File: src/rtl/multiplicator_arbiter.sv
// multiplicator_arbiter: shares one sequential multiplier between N_REQ
// requesters with round-robin arbitration. It captures the winner's operands,
// drives the multiplier's start/reset, and returns product/overflow with a
// one-cycle valid pulse. A watchdog aborts and resets the multiplier when done
// never arrives.
//
// Ports:
//   clock, reset_in        clock (rising edge), async active-high reset
//   req_in                 per-requester request level
//   multiplicand_in        requester i operand at [i*WIDTH +: WIDTH]
//   multiplier_in          requester i operand at [i*WIDTH +: WIDTH]
//   grant_out              one-hot current owner, 0 when idle
//   result_valid_out       one-hot one-cycle result pulse
//   product_out            result product, held until the next result
//   overflow_out           result overflow, held with product_out
//   timeout_out            one-cycle pulse with result_valid_out on abort
//   mul_multiplicand_out   operand to the multiplier
//   mul_multiplier_out     operand to the multiplier
//   mul_start_out          level start to the multiplier
//   mul_reset_out          reset to the multiplier
//   mul_done_in            done from the multiplier
//   mul_product_in         product from the multiplier
//   mul_overflow_in        overflow from the multiplier
module multiplicator_arbiter #(
  parameter int unsigned WIDTH          = 8,
  parameter int unsigned N_REQ          = 4,
  parameter int unsigned TIMEOUT_CYCLES = 64
) (
  input  logic                     clock,
  input  logic                     reset_in,
  input  logic [N_REQ-1:0]         req_in,
  input  logic [N_REQ*WIDTH-1:0]   multiplicand_in,
  input  logic [N_REQ*WIDTH-1:0]   multiplier_in,
  output logic [N_REQ-1:0]         grant_out,
  output logic [N_REQ-1:0]         result_valid_out,
  output logic [2*WIDTH-1:0]       product_out,
  output logic                     overflow_out,
  output logic                     timeout_out,
  output logic [WIDTH-1:0]         mul_multiplicand_out,
  output logic [WIDTH-1:0]         mul_multiplier_out,
  output logic                     mul_start_out,
  output logic                     mul_reset_out,
  input  logic                     mul_done_in,
  input  logic [2*WIDTH-1:0]       mul_product_in,
  input  logic                     mul_overflow_in
);

  localparam int unsigned PROD_W = 2 * WIDTH;
  localparam int unsigned IDX_W  = (N_REQ > 1) ? $clog2(N_REQ) : 1;
  localparam int unsigned WD_W   = (TIMEOUT_CYCLES > 1) ? $clog2(TIMEOUT_CYCLES) : 1;
  localparam logic [WD_W-1:0]  WD_LAST  = WD_W'(TIMEOUT_CYCLES - 1);
  localparam logic [IDX_W-1:0] IDX_LAST = IDX_W'(N_REQ - 1);

  typedef enum logic [1:0] {
    ST_IDLE    = 2'd0,
    ST_WAIT    = 2'd1,
    ST_RESPOND = 2'd2,
    ST_RECOVER = 2'd3
  } state_t;

  state_t state, state_next;

  logic [IDX_W-1:0]  rr_ptr, rr_ptr_next;
  logic              done_prev;
  logic [WD_W-1:0]   watchdog, watchdog_next;
  logic              recover_cnt, recover_cnt_next;

  logic [N_REQ-1:0]  grant_next;
  logic [N_REQ-1:0]  result_valid_next;
  logic [PROD_W-1:0] product_next;
  logic              overflow_next;
  logic              timeout_next;
  logic [WIDTH-1:0]  mul_a_next;
  logic [WIDTH-1:0]  mul_b_next;
  logic              mul_start_next;
  logic              mul_reset_next;

  logic              win_found;
  logic [IDX_W-1:0]  win_idx;
  logic [N_REQ-1:0]  win_onehot;
  logic [WIDTH-1:0]  win_a;
  logic [WIDTH-1:0]  win_b;
  logic              launch;
  logic              done_rise;

  // First set request searching upward from rr_ptr, wrapping at N_REQ.
  always_comb begin : rr_search
    int unsigned cand;
    cand      = 0;
    win_found = 1'b0;
    win_idx   = '0;
    for (int unsigned k = 0; k < N_REQ; k++) begin
      cand = 32'(rr_ptr) + k;
      if (cand >= N_REQ) cand = cand - N_REQ;
      if (!win_found && req_in[IDX_W'(cand)]) begin
        win_found = 1'b1;
        win_idx   = IDX_W'(cand);
      end
    end
  end

  // Winner one-hot and operand slice selection.
  always_comb begin : win_mux
    win_onehot = '0;
    win_a      = '0;
    win_b      = '0;
    for (int unsigned i = 0; i < N_REQ; i++) begin
      if (win_idx == IDX_W'(i)) begin
        win_onehot[i] = 1'b1;
        win_a         = multiplicand_in[i*WIDTH +: WIDTH];
        win_b         = multiplier_in[i*WIDTH +: WIDTH];
      end
    end
  end

  // A stale done from the previous job blocks a new launch.
  assign launch    = win_found && !mul_done_in;
  assign done_rise = mul_done_in && !done_prev;

  // State and all registered outputs.
  always_ff @(posedge clock or posedge reset_in) begin : state_reg
    if (reset_in) begin
      state                <= ST_IDLE;
      rr_ptr               <= '0;
      done_prev            <= 1'b0;
      watchdog             <= '0;
      recover_cnt          <= 1'b0;
      grant_out            <= '0;
      result_valid_out     <= '0;
      product_out          <= '0;
      overflow_out         <= 1'b0;
      timeout_out          <= 1'b0;
      mul_multiplicand_out <= '0;
      mul_multiplier_out   <= '0;
      mul_start_out        <= 1'b0;
      mul_reset_out        <= 1'b1;
    end else begin
      state                <= state_next;
      rr_ptr               <= rr_ptr_next;
      done_prev            <= mul_done_in;
      watchdog             <= watchdog_next;
      recover_cnt          <= recover_cnt_next;
      grant_out            <= grant_next;
      result_valid_out     <= result_valid_next;
      product_out          <= product_next;
      overflow_out         <= overflow_next;
      timeout_out          <= timeout_next;
      mul_multiplicand_out <= mul_a_next;
      mul_multiplier_out   <= mul_b_next;
      mul_start_out        <= mul_start_next;
      mul_reset_out        <= mul_reset_next;
    end
  end

  // Next-state logic; done takes priority over the watchdog.
  always_comb begin : next_state_logic
    state_next = state;
    case (state)
      ST_IDLE: begin
        if (launch) state_next = ST_WAIT;
      end
      ST_WAIT: begin
        if (done_rise)               state_next = ST_RESPOND;
        else if (watchdog == WD_LAST) state_next = ST_RECOVER;
      end
      ST_RESPOND: state_next = ST_IDLE;
      ST_RECOVER: begin
        if (recover_cnt) state_next = ST_IDLE;
      end
      default: state_next = ST_IDLE;
    endcase
  end

  // Next values of the registered outputs and datapath.
  always_comb begin : output_logic
    rr_ptr_next       = rr_ptr;
    watchdog_next     = watchdog;
    recover_cnt_next  = recover_cnt;
    grant_next        = grant_out;
    result_valid_next = result_valid_out;
    product_next      = product_out;
    overflow_next     = overflow_out;
    timeout_next      = timeout_out;
    mul_a_next        = mul_multiplicand_out;
    mul_b_next        = mul_multiplier_out;
    mul_start_next    = mul_start_out;
    mul_reset_next    = mul_reset_out;
    case (state)
      ST_IDLE: begin
        mul_reset_next    = 1'b0;
        result_valid_next = '0;
        timeout_next      = 1'b0;
        if (launch) begin
          grant_next     = win_onehot;
          mul_a_next     = win_a;
          mul_b_next     = win_b;
          mul_start_next = 1'b1;
          watchdog_next  = '0;
          rr_ptr_next    = (win_idx == IDX_LAST) ? '0 : win_idx + IDX_W'(1);
        end
      end
      ST_WAIT: begin
        if (done_rise) begin
          product_next      = mul_product_in;
          overflow_next     = mul_overflow_in;
          result_valid_next = grant_out;
          mul_start_next    = 1'b0;
        end else if (watchdog == WD_LAST) begin
          result_valid_next = grant_out;
          timeout_next      = 1'b1;
          product_next      = '0;
          overflow_next     = 1'b0;
          mul_start_next    = 1'b0;
          mul_reset_next    = 1'b1;
          recover_cnt_next  = 1'b0;
        end else begin
          watchdog_next = watchdog + WD_W'(1);
        end
      end
      ST_RESPOND: begin
        result_valid_next = '0;
        grant_next        = '0;
      end
      ST_RECOVER: begin
        // mul_reset_out stays high for this cycle and the next one.
        result_valid_next = '0;
        timeout_next      = 1'b0;
        grant_next        = '0;
        if (recover_cnt) mul_reset_next   = 1'b0;
        else             recover_cnt_next = 1'b1;
      end
      default: ;
    endcase
  end

endmodule

File: config.mk
export PLATFORM = sky130hd
export DESIGN_NAME = multiplicator_arbiter
export DESIGN_NICKNAME = d
export VERILOG_FILES = /design/src/rtl/multiplicator_arbiter.sv
export SDC_FILE = /design/constraint.sdc
export NUM_CORES = 1
export LEC_CHECK = 0
export CAP_MARGIN = 20
export CORE_MARGIN = 1.5
export CORE_UTILIZATION = 45
export CTS_CLUSTER_SIZE = 28
export DETAILED_ROUTE_END_ITERATION = 16
export GPL_TIMING_DRIVEN = 0
export PLACE_DENSITY_LB_ADDON = 0.15
export REMOVE_ABC_BUFFERS = 1
export SLEW_MARGIN = 25
export SYNTH_ARGS = -nofsm -noshare
export SYNTH_HDL_FRONTEND = slang
export SYNTH_SLANG_ARGS = --single-unit
File: constraint.sdc
create_clock -name clock -period 5.8 [get_ports clock]
set_input_delay 0.58 -clock clock [delete_from_list [all_inputs] [get_ports clock]]
set_output_delay 0.58 -clock clock [all_outputs]
set_load 0.005 [all_outputs]
; ---- Word-level counts from Yosys, hierarchy flattened
; Cells that the tools add are included.
; Widths: inputs -> output; s select.
[classes]
mux = 61
eq_ne = 13
add_sub_neg = 9
n_lt_le_gt_ge = 8
reduce_logical = 30
[op_table]
columns = operator, n
row1 = $mux 8, 8
row2 = $mux 16, 2
row3 = $mux 2, 13
row4 = $mux 1, 20
row5 = $mux 6, 3
row6 = $pmux 4 s2, 2
row7 = $lt 2x3->1 const B, 4
row8 = $mux 4, 3
row9 = $pmux 6 s2, 1
row10 = $reduce_and 3->1, 4
row11 = $ne 2x2->1 const B, 5
row12 = $reduce_bool 2->1, 5
row13 = $ge 3x3->1 const B, 3
row14 = $bmux 1 s2, 4
row15 = $eq 2x2->1 const B, 4
row16 = $pmux 2 s4, 1
row17 = $reduce_and 4->1, 2
row18 = $sub 2x1->2 const B, 4
row19 = $add 2x2->3 const B, 2
row20 = $add 6x1->6 const B, 1
row21 = $eq 6x6->1 const B, 1
row22 = $pmux 1 s2, 3
row23 = $reduce_and 2->1, 3
row24 = $logic_and 1x1->1, 5
row25 = 11 further kinds, 18
[word_totals]
wordCells = 135
output_inout_bits = 44
reg_bits = 56

; ---- Longest topological paths before layout
[depth]
depth_word = 19
ltp_mapped = 11
ltp_nobuf = 9

; ---- Least setup slack after synthesis
; OpenSTA, ideal clock, no wires.
[synth_path]
kind = input to register
start = in req_in[1]
end = reg mul_multiplicand_out[3]
n_path_buf = 2
required_ns = 5.723
path_slack_ns = 3.345
setup_time_ns = 0.077
arrival_time_ns = 2.378
stages = 9
cell_sequence = nor4_1 > nor2_1 > ha_1 > clkbuf_1 > buf_4 > nor2b_1 > a221oi_1 > a211o_1 > a21oi_1
[synth_via]
elab_chain_cells = 17
elab_cells_between_ends = 32
[synth_rtl]
columns = element, line_no
row1 = "start, declared", 31  ; input logic [N_REQ-1:0] req_in,
row2 = $bmux 1 s2, 95  ; if (!win_found && req_in[IDX_W'(cand)]) begin
row3 = $mux 1 (not written as such), 95
row4 = $mux 1, 95
row5 = $logic_not 1->1, 95
row6 = $logic_and 1x1->1, 95
row7 = $mux 1, 95
row8 = $logic_not 1->1, 95
row9 = $logic_and 1x1->1, 95
row10 = $mux 1, 95
row11 = $logic_not 1->1, 95
row12 = $logic_and 1x1->1, 95
row13 = $mux 2, 95
row14 = $logic_not 2->1, 108  ; if (win_idx == IDX_W'(i)) begin
row15 = $mux 8 (4 in a row), 108
row16 = "end signal, assigned", 148  ; mul_multiplicand_out <= mul_a_next;
row17 = "end, declared", 39  ; output logic [WIDTH-1:0] mul_multiplicand_out,
; Several ways; a longest one is shown, not always the timed one. The select of a mux whose other input is x is not followed.
; A chain may end at the register's enable or synchronous reset.

; ---- Final worst setup path
[layout_path]
start = in req_in[0]
end = reg mul_multiplicand_out[7]
; The elaborated chain is that of the path after synthesis.

==> metrics <==
status complete, no violations; clock slew at reported path FFs 100 ps; CP top delay family simple AND/OR/NAND/NOR gates; Main synth FF type dfrtp_1; VDD IR max 242 uV; CP Launch Type input pin; CP bufs+invs 1; Fin. Hold Viols 0; Area Growth Syn to Fin 46.1%; worst-margin pin slew 1030 ps; RSZ-0062 raised after global routing no; Hold WC Path Type flop to flop; sequential share of the synthesized area 45.5%; Overflow after GRT 0; Setup Skew 13.9 ps; Synth Area in XOR/XNOR 0%; mapped cell area 3080 sq um; I/O pins 132; ys async rst share 100%; root buf cell clkbuf_8; Remaining DRCs 0; number of H-tree levels 2; CTS tree yes; Crit. End Element flop; Sw Share 36.7%; largest registers product_out x16, mul_multiplicand_out x8, mul_multiplier_out x8; core area 6490 sq um; Total Wirelength 8350 um; number of buffers created by CTS 5; pin count of the biggest net entering global routing 38; Net count, final 524; crit-path cells clkdlybuf4s50_1 > nor4_1 > nor2_1 > ha_1 > nor2b_1 > a221oi_1 > a211o_1 > a21oi_1; Seq pwr share 32.9%; Lkg Pwr 1.96 nW; Max-cap violations 0; DP Wirelength 5910 um; max-slew violations 0; Fmax achieved 301 MHz; yosys warns 0; DRT Pass-1 Iters 7; simple logic cell fraction of the synthesized area 12.7%; synth top area cells dfrtp_1 45%, a21oi_1 6.2%, a22o_1 6.0%, a211o_1 4.5%, a221oi_1 4.5%; synth unique cells 50; effective utilization at floorplan 47.5%; CTS Buffer Depth 2; WHS 474 ps; Top reg by flops product_out; Die Footprint 7360 sq um; vias in the first global route 2759; Die H 85.8 um; Worst path max stage delay 590 ps; Synth Area in Compound Gates 27.8%; count of state elements after synthesis 56; Avg WL per Cell 16.6 um; # setup viols final 0; Clk Latency, worst-skew pair 320 ps; first-pass GRT wire length 13100 um; required time of the critical path 6030 ps; Total GRT Usage 22.1%; Setup Fix Bufs, Post-CTS 0; Period minus WS final 3320 ps; area leader, netlist dfrtp_1; Synth top area share 44.6%; clock share of power 13.1%; critical path fanouts, max 28; clk sink count 56; row count 29; GPL Wtd Cong 0.750; Antenna diodes 0; Avg Cell Area, Syn 9.95 sq um; DR WL met3 648 um; met2 wire len 3950 um; EDFF count, synth 0; most common cell in the netlist dfrtp_1; Comb pwr share 53.9%; uppermost layer routed met4; post_cts resized 0; switching pwr 0.000737 W; max FFs per register 16; Post-Syn Instances 310; Worst Path Arrival 3560 ps; combinational family with the most area after synthesis compound AO/OA/AOI/OAI gates; cts hold-fix bufs 0; adder-cell share of the synthesized area 4.06%; Setup TNS 0 ps; mux contribution to synthesized area 2.96%; Tcrit/Tclk final 57.3%; layout cell share with drive strength beyond 1 5.85%; met1 WL 3590 um; Initial DRC Count 133; vias 2886; Slew HR 31.2%; chip width 85.8 um; Pwr Density 446 nW/um^2; Slowest-stage cell, CP ha_1; CP Class input pin to flop; initial antenna violation count 0; internal cell power 0.00127 W; via-per-instance ratio 5.73; top cells by count, synth 55 x dfrtp_1, 38 x a21oi_1, 23 x inv_1; Routed Antenna Nets 0; PortBufs 131
final timing paths:
check,startpoint,to,slack [ps],cells after the start
worst max-delay path,req_in[0],mul_multiplicand_out[7],2480,8
worst min-delay path,result_valid_out[3],result_valid_out[3],470,2
worst max register to register,rr_ptr[0],mul_multiplicand_out[7],2830,9
worst min register to register,result_valid_out[3],result_valid_out[3],470,2
max in group asynchronous,reset_in,mul_reset_out,4710,3
min in group asynchronous,reset_in,mul_multiplier_out[0],560,2
power by group through the flow:
stage | sequential (W) | combinational [W] | clock, W
after floorplan | 0.000668 | 0.000586 | 0
after global placement | 0.000661 | 0.00105 | 0
after detailed placement | 0.000667 | 0.00109 | 0
after CTS | 0.000662 | 0.00109 | 0.000270
after global routing | 0.000682 | 0.00119 | 0.000287
final | 0.000662 | 0.00108 | 0.000264
logic make-up (layout without fill, tap and decap cells):
group | after synthesis | after routing
AO/OA/AOI/OAI | 117 | 117
AND/OR/NAND/NOR | 73 | 73
flip-flops | 56 | 56
buffers and inverters | 46 | 163
adder cells (fa/ha/maj) | 10 | 10
multiplexers | 8 | 8
metal layers:
layer / up-vias / global-route usage (%)
li1: 1379 / -
met1: 1383 / 28.4
met2: 110 / 36.8
met3: 14 / 5.49
met4: 0 / 7.33
met5: - / 0
cells in the final DEF, fill, tap and decap left out, types with 2 or more instances in the layout:
cell	count
dfrtp_1	55
o21ai_0	8
mux2_4	2
inv_1	22
nand3_1	11
o211ai_1	6
nor2b_1	13
a21oi_1	38
clkbuf_8	5
a221oi_1	16
ha_2	2
a211o_1	16
clkdlybuf4s50_1	131
ha_1	8
clkinv_4	2
a22o_1	21
nand4_1	2
nor4_1	3
nor3_1	3
nor2_1	18
nand2_1	11
mux2i_1	5
tightest hold or removal path, cell delays in order, from the launching register on:
cell     delay [ps]
dfrtp_1         350
nand2_1          50
nand2_1          50
layout make-up:
type | instances | area, sq um
clock buffers | 5 | 68.8
clock inverters | 3 | 47.5
fillers | 519 | 1990
inverters | 23 | 88.8
multi-input cells | 208 | 1470
flip-flops and latches | 56 | 1400
well taps | 77 | 96.3
repair buffers | 132 | 1330
stage by stage:
| stage | power (W) | cells | setup slack (ps) | cell area [sq um] | utilization [%] |
|---|---|---|---|---|---|
| after CTS | 0.00202 | 504 | 2480 | 4510 | 69.4 |
| after detailed placement | 0.00175 | 496 | 2150 | 4390 | 67.6 |
| after floorplan | 0.00125 | 287 | 3300 | 2950 | - |
| after global routing | 0.00216 | 504 | 2230 | 4510 | 69.4 |
| after global placement | 0.00171 | 495 | 2310 | 4360 | 67.2 |
| final | 0.00201 | 504 | 2480 | 4510 | 69.4 |
No activity file was read; power rests on OpenSTA's default activity.
